### config.mk
export PLATFORM = sky130hd
export DESIGN_NAME = sprite_draw_sequencer
export DESIGN_NICKNAME = d
export VERILOG_FILES = /design/src/rtl/sprite_draw_sequencer_pkg.sv /design/src/rtl/sprite_draw_sequencer_frame_tick_gen.sv /design/src/rtl/sprite_draw_sequencer.sv
export SDC_FILE = /design/constraint.sdc
export NUM_CORES = 1
export LEC_CHECK = 0
export BUFFER_PORTS_ARGS = -buffer_cell sky130_fd_sc_hd__clkbuf_2
export CAP_MARGIN = 20
export CORE_MARGIN = 2
export CORE_UTILIZATION = 35
export DETAILED_ROUTE_END_ITERATION = 10
export PLACE_DENSITY_LB_ADDON = 0.12
export SLEW_MARGIN = 20
export SYNTH_ARGS = -nofsm -noshare
export SYNTH_HDL_FRONTEND = slang
export SYNTH_SLANG_ARGS = --single-unit
### constraint.sdc
create_clock -name clk -period 2.6 [get_ports clk]
set_input_delay 0.39 -clock clk [delete_from_list [all_inputs] [get_ports clk]]
set_output_delay 0.39 -clock clk [all_outputs]
set_load 0.005 [all_outputs]
### src/rtl/sprite_draw_sequencer_pkg.sv
// sprite_draw_sequencer_pkg: shared pixel widths, screen defaults and sequencer state encoding
package sprite_draw_sequencer_pkg;
    localparam int X_W          = 9;
    localparam int Y_W          = 8;
    localparam int COLOUR_W     = 3;
    localparam int DEF_SCREEN_W = 320;
    localparam int DEF_SCREEN_H = 240;

    typedef enum logic [2:0] {
        IDLE,
        CLEAR,
        GRANT,
        WAIT_DONE,
        NEXT,
        FRAME_END
    } seq_state_t;
endpackage

### src/rtl/sprite_draw_sequencer_frame_tick_gen.sv
// frame_tick_gen: free-running divider that flags the last cycle of every FRAME_DIV-cycle frame
module frame_tick_gen #(
    parameter int FRAME_DIV = 833333
) (
    input  logic clk,
    input  logic resetn,
    output logic tick
);
    localparam int CW = $clog2(FRAME_DIV);
    localparam logic [CW-1:0] LAST = CW'(FRAME_DIV - 1);

    logic [CW-1:0] count;

    assign tick = count == LAST;

    // Count 0..FRAME_DIV-1 and wrap; tick marks the wrap cycle
    always_ff @(posedge clk) begin
        if (!resetn) count <= '0;
        else         count <= tick ? '0 : count + 1'b1;
    end
endmodule

### src/rtl/sprite_draw_sequencer.sv
// sprite_draw_sequencer: per-frame screen clear, then round-robin grant of sprite clients onto the VGA write port
module sprite_draw_sequencer
    import sprite_draw_sequencer_pkg::*;
#(
    parameter int                  N_CLIENTS    = 4,
    parameter int                  FRAME_DIV    = 833333,
    parameter int                  SCREEN_W     = DEF_SCREEN_W,
    parameter int                  SCREEN_H     = DEF_SCREEN_H,
    parameter logic [COLOUR_W-1:0] CLEAR_COLOUR = '0,
    parameter int                  DONE_TIMEOUT = 4096
) (
    input  logic                            clk,
    input  logic                            resetn,
    input  logic [X_W*N_CLIENTS-1:0]        client_x,
    input  logic [Y_W*N_CLIENTS-1:0]        client_y,
    input  logic [COLOUR_W*N_CLIENTS-1:0]   client_colour,
    input  logic [N_CLIENTS-1:0]            client_plot,
    input  logic [N_CLIENTS-1:0]            client_done,
    output logic [N_CLIENTS-1:0]            client_enable,
    output logic [X_W-1:0]                  vga_x,
    output logic [Y_W-1:0]                  vga_y,
    output logic [COLOUR_W-1:0]             vga_colour,
    output logic                            vga_writeEn,
    output logic                            move_tick,
    output logic                            busy,
    output logic                            overrun,
    output logic                            timeout_err
);
    localparam int IDX_W = N_CLIENTS > 1 ? $clog2(N_CLIENTS) : 1;
    localparam int TC_W  = DONE_TIMEOUT > 1 ? $clog2(DONE_TIMEOUT) : 1;
    localparam logic [X_W-1:0]   X_LAST   = X_W'(SCREEN_W - 1);
    localparam logic [Y_W-1:0]   Y_LAST   = Y_W'(SCREEN_H - 1);
    localparam logic [IDX_W-1:0] IDX_LAST = IDX_W'(N_CLIENTS - 1);
    localparam logic [TC_W-1:0]  T_LAST   = TC_W'(DONE_TIMEOUT - 1);

    seq_state_t       state;
    logic             tick;
    logic             tick_pending;
    logic [X_W-1:0]   cx;
    logic [Y_W-1:0]   cy;
    logic [IDX_W-1:0] idx;
    logic [TC_W-1:0]  tcnt;

    frame_tick_gen #(.FRAME_DIV(FRAME_DIV)) u_tick (
        .clk    (clk),
        .resetn (resetn),
        .tick   (tick)
    );

    assign busy = state != IDLE;

    // Frame sequencer: clear sweep, per-client grant/wait with timeout, registered pixel mux
    always_ff @(posedge clk) begin
        if (!resetn) begin
            state         <= IDLE;
            tick_pending  <= 1'b0;
            cx            <= '0;
            cy            <= '0;
            idx           <= '0;
            tcnt          <= '0;
            client_enable <= '0;
            vga_x         <= '0;
            vga_y         <= '0;
            vga_colour    <= '0;
            vga_writeEn   <= 1'b0;
            move_tick     <= 1'b0;
            overrun       <= 1'b0;
            timeout_err   <= 1'b0;
        end else begin
            vga_writeEn <= 1'b0;
            move_tick   <= 1'b0;
            case (state)
                IDLE: begin
                    if (tick_pending) begin
                        tick_pending <= 1'b0;
                        cx           <= '0;
                        cy           <= '0;
                        state        <= CLEAR;
                    end
                end
                CLEAR: begin
                    vga_x       <= cx;
                    vga_y       <= cy;
                    vga_colour  <= CLEAR_COLOUR;
                    vga_writeEn <= 1'b1;
                    if (cx == X_LAST) begin
                        cx <= '0;
                        if (cy == Y_LAST) begin
                            cy    <= '0;
                            idx   <= '0;
                            state <= GRANT;
                        end else begin
                            cy <= cy + 1'b1;
                        end
                    end else begin
                        cx <= cx + 1'b1;
                    end
                end
                GRANT: begin
                    client_enable      <= '0;
                    client_enable[idx] <= 1'b1;
                    tcnt               <= '0;
                    state              <= WAIT_DONE;
                end
                WAIT_DONE: begin
                    vga_x       <= client_x[idx*X_W +: X_W];
                    vga_y       <= client_y[idx*Y_W +: Y_W];
                    vga_colour  <= client_colour[idx*COLOUR_W +: COLOUR_W];
                    vga_writeEn <= client_plot[idx];
                    if (client_done[idx] || tcnt == T_LAST) begin
                        client_enable <= '0;
                        state         <= NEXT;
                        if (!client_done[idx]) timeout_err <= 1'b1;
                    end else begin
                        tcnt <= tcnt + 1'b1;
                    end
                end
                NEXT: begin
                    if (idx == IDX_LAST) begin
                        state <= FRAME_END;
                    end else begin
                        idx   <= idx + 1'b1;
                        state <= GRANT;
                    end
                end
                FRAME_END: begin
                    move_tick <= 1'b1;
                    idx       <= '0;
                    state     <= IDLE;
                end
                default: state <= IDLE;
            endcase
            // A wrap always leaves one tick pending; a second wrap while pending is simply absorbed
            if (tick) begin
                tick_pending <= 1'b1;
                if (state != IDLE) overrun <= 1'b1;
            end
        end
    end
endmodule

Yosys cells after proc, flatten, opt, wreduce, memory -nomap -nowiden

Cells that the tools add are included.

Input port bits: 90
Word-level logic and storage cells: 97
Register bits after elaboration: 83

$mul: 2
Shifts and indexed selects: 3
Bitwise logic cells: 2
Equal/unequal tests: 16
Add/subtract/negate cells: 5
Muxes and demuxes: 34
Reduce and logical (&&, ||, !) cells: 18
Magnitude comparators: 2

Operator list:

| kind                                                            | number |
|---|---|
| 9-bit case mux with 2 select lines                              | 2 |
| 36-bit by 7-bit variable part select with 9-bit output          | 1 |
| 8-bit case mux with 2 select lines                              | 2 |
| 32-bit by 6-bit variable part select with 8-bit output          | 1 |
| 8-bit two-way mux                                               | 3 |
| 12-bit case mux with 2 select lines                             | 1 |
| 20-bit by 1-bit adder with 20-bit output, second input constant | 1 |
| 20-bit equality test, second input constant                     | 1 |
| 9-bit two-way mux                                               | 2 |
| 3-bit two-way mux                                               | 5 |
| 3-bit case mux with 5 select lines                              | 1 |
| 12-bit by 1-bit adder with 12-bit output, second input constant | 1 |
| 12-bit equality test, second input constant                     | 1 |
| 12-bit two-way mux                                              | 1 |
| 2-bit != test, second input constant                            | 6 |
| 12-bit by 5-bit variable part select with 3-bit output          | 1 |
| 9-bit by 1-bit adder with 9-bit output, second input constant   | 1 |
| 9-bit equality test, second input constant                      | 1 |
| 8-bit by 1-bit adder with 8-bit output, second input constant   | 1 |
| 8-bit equality test, second input constant                      | 1 |
| 4-bit case mux with 2 select lines                              | 1 |
| 2-bit AND reduction                                             | 4 |
| 4-bit AND reduction                                             | 2 |
| 2-bit nonzero test                                              | 4 |
| other kinds (24)                                                | 37 |

Longest topological paths before layout

Depth in word-level cells: 5
Depth in mapped cells: 8
Mapped depth without buffers: 6

Modules after synthesis

A second synthesis with hierarchy kept.

Cells, all modules: 506
Area total of the unflattened synthesis: 4642.0 µm²

Modules (own cells, without submodules):

| module                | area an instance (µm²) | cells each | sequential area each (µm²) | instances |
|---|---|---|---|---|
| sprite_draw_sequencer | 3694.8                 | 396        | 1261.2                     | 1 |
| frame_tick_gen        | 947.2                  | 110        | 400.4                      | 1 |

Least setup slack after synthesis

OpenSTA, ideal clock, no wires.

Kind: reg2reg
Start: register idx[0]
End: register tcnt[11]
Slack: 608 ps
Data arrival time: 1870 ps
Stages on the path, launching flop included: 7
Library setup time: 122 ps
Path through: dfxtp_1 > buf_6 > mux4_2 > a31o_1 > o21a_1 > buf_6 > a221o_1

Longest elaborated chain between the ends: 5

Ends and longest elaborated chain:

| item                                      | line                         | text |
|---|---|---|
| start, declared                           | sprite_draw_sequencer.sv:41  | `logic [IDX_W-1:0] idx;` |
| start signal, assigned                    | sprite_draw_sequencer.sv:122 | `idx <= idx + 1'b1;` |
| 1-bit binary-select mux with 2-bit select | sprite_draw_sequencer.sv:110 | `if (client_done[idx] \|\| tcnt == T_LAST) begin` |
| 1-bit two-way mux (not written as such)   | sprite_draw_sequencer.sv:110 |  |
| 1-bit logical OR                          | sprite_draw_sequencer.sv:110 |  |
| 2-bit != test (no source line)            | --                           |  |
| 2-bit AND reduction (no source line)      | --                           |  |
| end signal, assigned                      | sprite_draw_sequencer.sv:115 | `tcnt <= tcnt + 1'b1;` |
| end, declared                             | sprite_draw_sequencer.sv:42  | `logic [TC_W-1:0] tcnt;` |

No other way between the ends. The select of a mux whose other input is x is not followed.
A chain may end at the register's enable or synchronous reset.

Worst setup path after layout

Start: register state[1]
End: register tcnt[11]

Longest elaborated chain between the ends: 3

Ends and longest elaborated chain:

| item                                                                        | line                        | text |
|---|---|---|
| start, declared                                                             | sprite_draw_sequencer.sv:36 | `seq_state_t state;` |
| start signal, assigned                                                      | sprite_draw_sequencer.sv:55 | `state <= IDLE;` |
| start signal, assigned                                                      | sprite_draw_sequencer.sv:78 | `state <= CLEAR;` |
| start signal, assigned                                                      | sprite_draw_sequencer.sv:91 | `state <= GRANT;` |
| 3-bit by 2-bit equality test with 1-bit output                              | sprite_draw_sequencer.sv:72 | `case (state)` |
| 2-bit != test (no source line) / 2-bit nonzero test (equally long branches) | --                          |  |
| 2-bit AND reduction (no source line)                                        | --                          |  |

Parallel ways exist; a longest one is shown, timed or not.

==> impl_results.md <==
* H-Tree Depth at 3
* Vias in the first global route at 4086
* Final ANT Viol Nets at 0
* Synth top area cells: dfxtp_1, mux4_2, a21oi_1
* Ant diodes at 0
* Port-buffer cells at between 100 and 150
* Hold Path Class: in2reg
* Die height at roughly 120 um
* Post-CTS Setup Bufs at 0
* Standard-cell rows at 41
* Via/cell ratio at 5.381
* Commonest cells after routing, fill and taps aside: clkbuf_2, dfxtp_1, a21oi_1, nand2_1, o21ai_0
* WL per Instance at 14.85 um
* Leak at between 2 and 2.5 nW
* Clock sink count at 83
* Cts bufs inserted at 9
* Max-slew headroom at 59.04%
* CP endpoint kind: flop
* Initial Utilization at 35.85%
* PwrDens at about 500 mW/mm^2
* # nets final at 709
* # IOs at 119
* Routability cong. at 0.7923
* WP data required at 2.83 ns
* Fillcell total at 1275
* Post-synth EDFFs at 0
* DIE WIDTH at 117.7 um
* Starting DRC count in detailed routing at 295
* Clk Latency, worst-skew pair at 0.34 ns
* Fin Setup TNS at 0 ns
* Worst setup path class: reg2reg
* #FFs+latches synth at 83
* Leading cell type in the layout, fill and taps excluded: clkbuf_2
* Syn nets at ~600
* Max VDD drop at 338.2 uV
* CTS hold repair buffers at 0
* Post-synthesis sequential area ratio at 36.73%
* Worst Max-Slew Pin Slew at approximately 0.61 ns
* DR DRC count at 0
* Asr flop ratio synth at 0%
* Via Count at 4235
* Gr usage total at 17.24%
* RSZ-0062 raised after global routing: false
* Cell count after synthesis at 505
* Status: finished, final reports clean
* Fmax at 496.4 MHz
* Initial antenna violation count at 0
* Root Driver: clkbuf_16
* Final Hold Vio Count at 0
* MaxCap Viol Count at 0
* Worst Skew at 0.004941 ns
* Yosys cell types at 60
* CP arrival at 2.24 ns
* Tcrit/Tclk final at between 70% and 80%
* Area leader, netlist: dfxtp_1
* Fin crit period at 2.015 ns
* TritonRoute pass-1 iters at 4
* Clock tree from TritonCTS: built
* Core ar. at approximately 0.013 mm^2
* Clock Pin Slew Worst Setup and Hold Paths at about 0.06 ns
* Routed WL at about 12000 um
* Die footprint at about 0.014 mm^2
* Cts repair resizes at 0
* Syn Area/Cell at 8.959 um^2
* Hpwl dp at ~8700 um
* Clock buffer depth at 2
* Wire length of the first global-routing pass at 19710 um
* Gr ovfl total at 0
* Fraction of layout cells with a size suffix above 1 at 28.78%
* Largest net degree at the start of global routing at 26
* Primary FF master, synth: dfxtp_1
* CP Max Fanout at 12
* Yosys top cell area share at 36.73%
* Synth Cell Area at 0.004524 mm^2
* Final Max Tran Viols at 0
* Startpoint types: flop
* Final setup violation count at 0
* Yosys synthesis warning count at 0
* Layout area overhead at 23.51%
* Total power at 2.781 mW
-- critical path, stage by stage, from the launching register on --
cell     delay, ns
dfxtp_1       0.53
or3b_2        0.49
and2_1        0.23
o21a_1        0.26
a221o_1       0.39
-- synth_stat cells, drive strengths merged, types with 8 or more instances --
cell    count
xor2        9
clkbuf     24
dfxtp      83
nand3      23
nor3        9
nand2      39
nor2       31
a21oi      53
nand4      12
and3       10
ha          9
and4        8
buf        14
o21ai      33
inv        12
mux4       22
-- cell families after synthesis --
| group | count (synthesis) | synth area share [%] |
|---|---|---|
| compound gates | 144 | 20.13 |
| xor+xnor | 12 | 2.323 |
| fa+ha+maj | 9 | 2.489 |
| buf+inv | 50 | 4.674 |
| flops | 83 | 36.73 |
| mux | 26 | 11.84 |
| simple gates | 181 | 21.82 |
-- per-stage QoR --
stage	cell area (um^2)	hold slack, ns	instances	util, %	setup WS (ns)
2_1_floorplan	4524	0.4373	505	-	0.6081
3_3_place_gp	5270	0.4613	771	41.76	0.5308
3_5_place_dp	5270	0.4690	771	41.76	0.5054
4_1_cts	5588	0.3894	787	44.28	0.5695
5_1_grt	5588	0.3996	787	44.28	0.3787
6_report	5588	0.3813	787	44.28	0.5854
-- path summary, 6_finish.rpt --
| kind | from | cells past startpoint | to | slack, ns |
|---|---|---|---|---|
| setup / recovery | state[1]$_SDFFE_PN0P_ | 4 | tcnt[11]$_SDFFE_PN0P_ | 0.59 |
| hold / removal | resetn | 2 | timeout_err$_SDFFE_PN0P_ | 0.38 |
| setup reg to reg | state[1]$_SDFFE_PN0P_ | 4 | tcnt[11]$_SDFFE_PN0P_ | 0.59 |
| hold reg to reg | timeout_err$_SDFFE_PN0P_ | 1 | timeout_err$_SDFFE_PN0P_ | 0.48 |
-- layout make-up --
type | count | area, um^2 | share of cell area (%)
Inverter | 12 | 45.04 | 0.8061
Tap cell | 172 | 215.2 | 3.851
Timing Repair Buffer | 132 | 695.7 | 12.45
Sequential cell | 83 | 1663 | 29.76
Multi-Input combinational cell | 372 | 2651 | 47.45
Clock buffer | 9 | 225.2 | 4.030
Clock inverter | 7 | 92.59 | 1.657
-- per-layer routing --
layer	track usage, %	wire [um]
met4	7.003	181
met1	22.34	5362
met3	2.519	546
met2	28.82	5596
met5	0	0
-- sequential cells by signal (all words and copies together), names as in the netlist, 2 cells and up --
signal / cells
client_enable: 4
cx: 9
cy: 8
idx: 2
state: 3
tcnt: 12
u_tick.count: 20
vga_colour: 3
vga_x: 9
vga_y: 8
-- power by group --
group	leakage [nW]	switching (mW)	total (mW)	internal (mW)
clock network	0.147	0.535	1.37	0.837
registers	0.669	0.00440	1.28	1.28
logic	1.43	0.0503	0.129	0.0791
total	2.25	0.590	2.78	2.19
No activity file was read; power rests on OpenSTA's default activity.
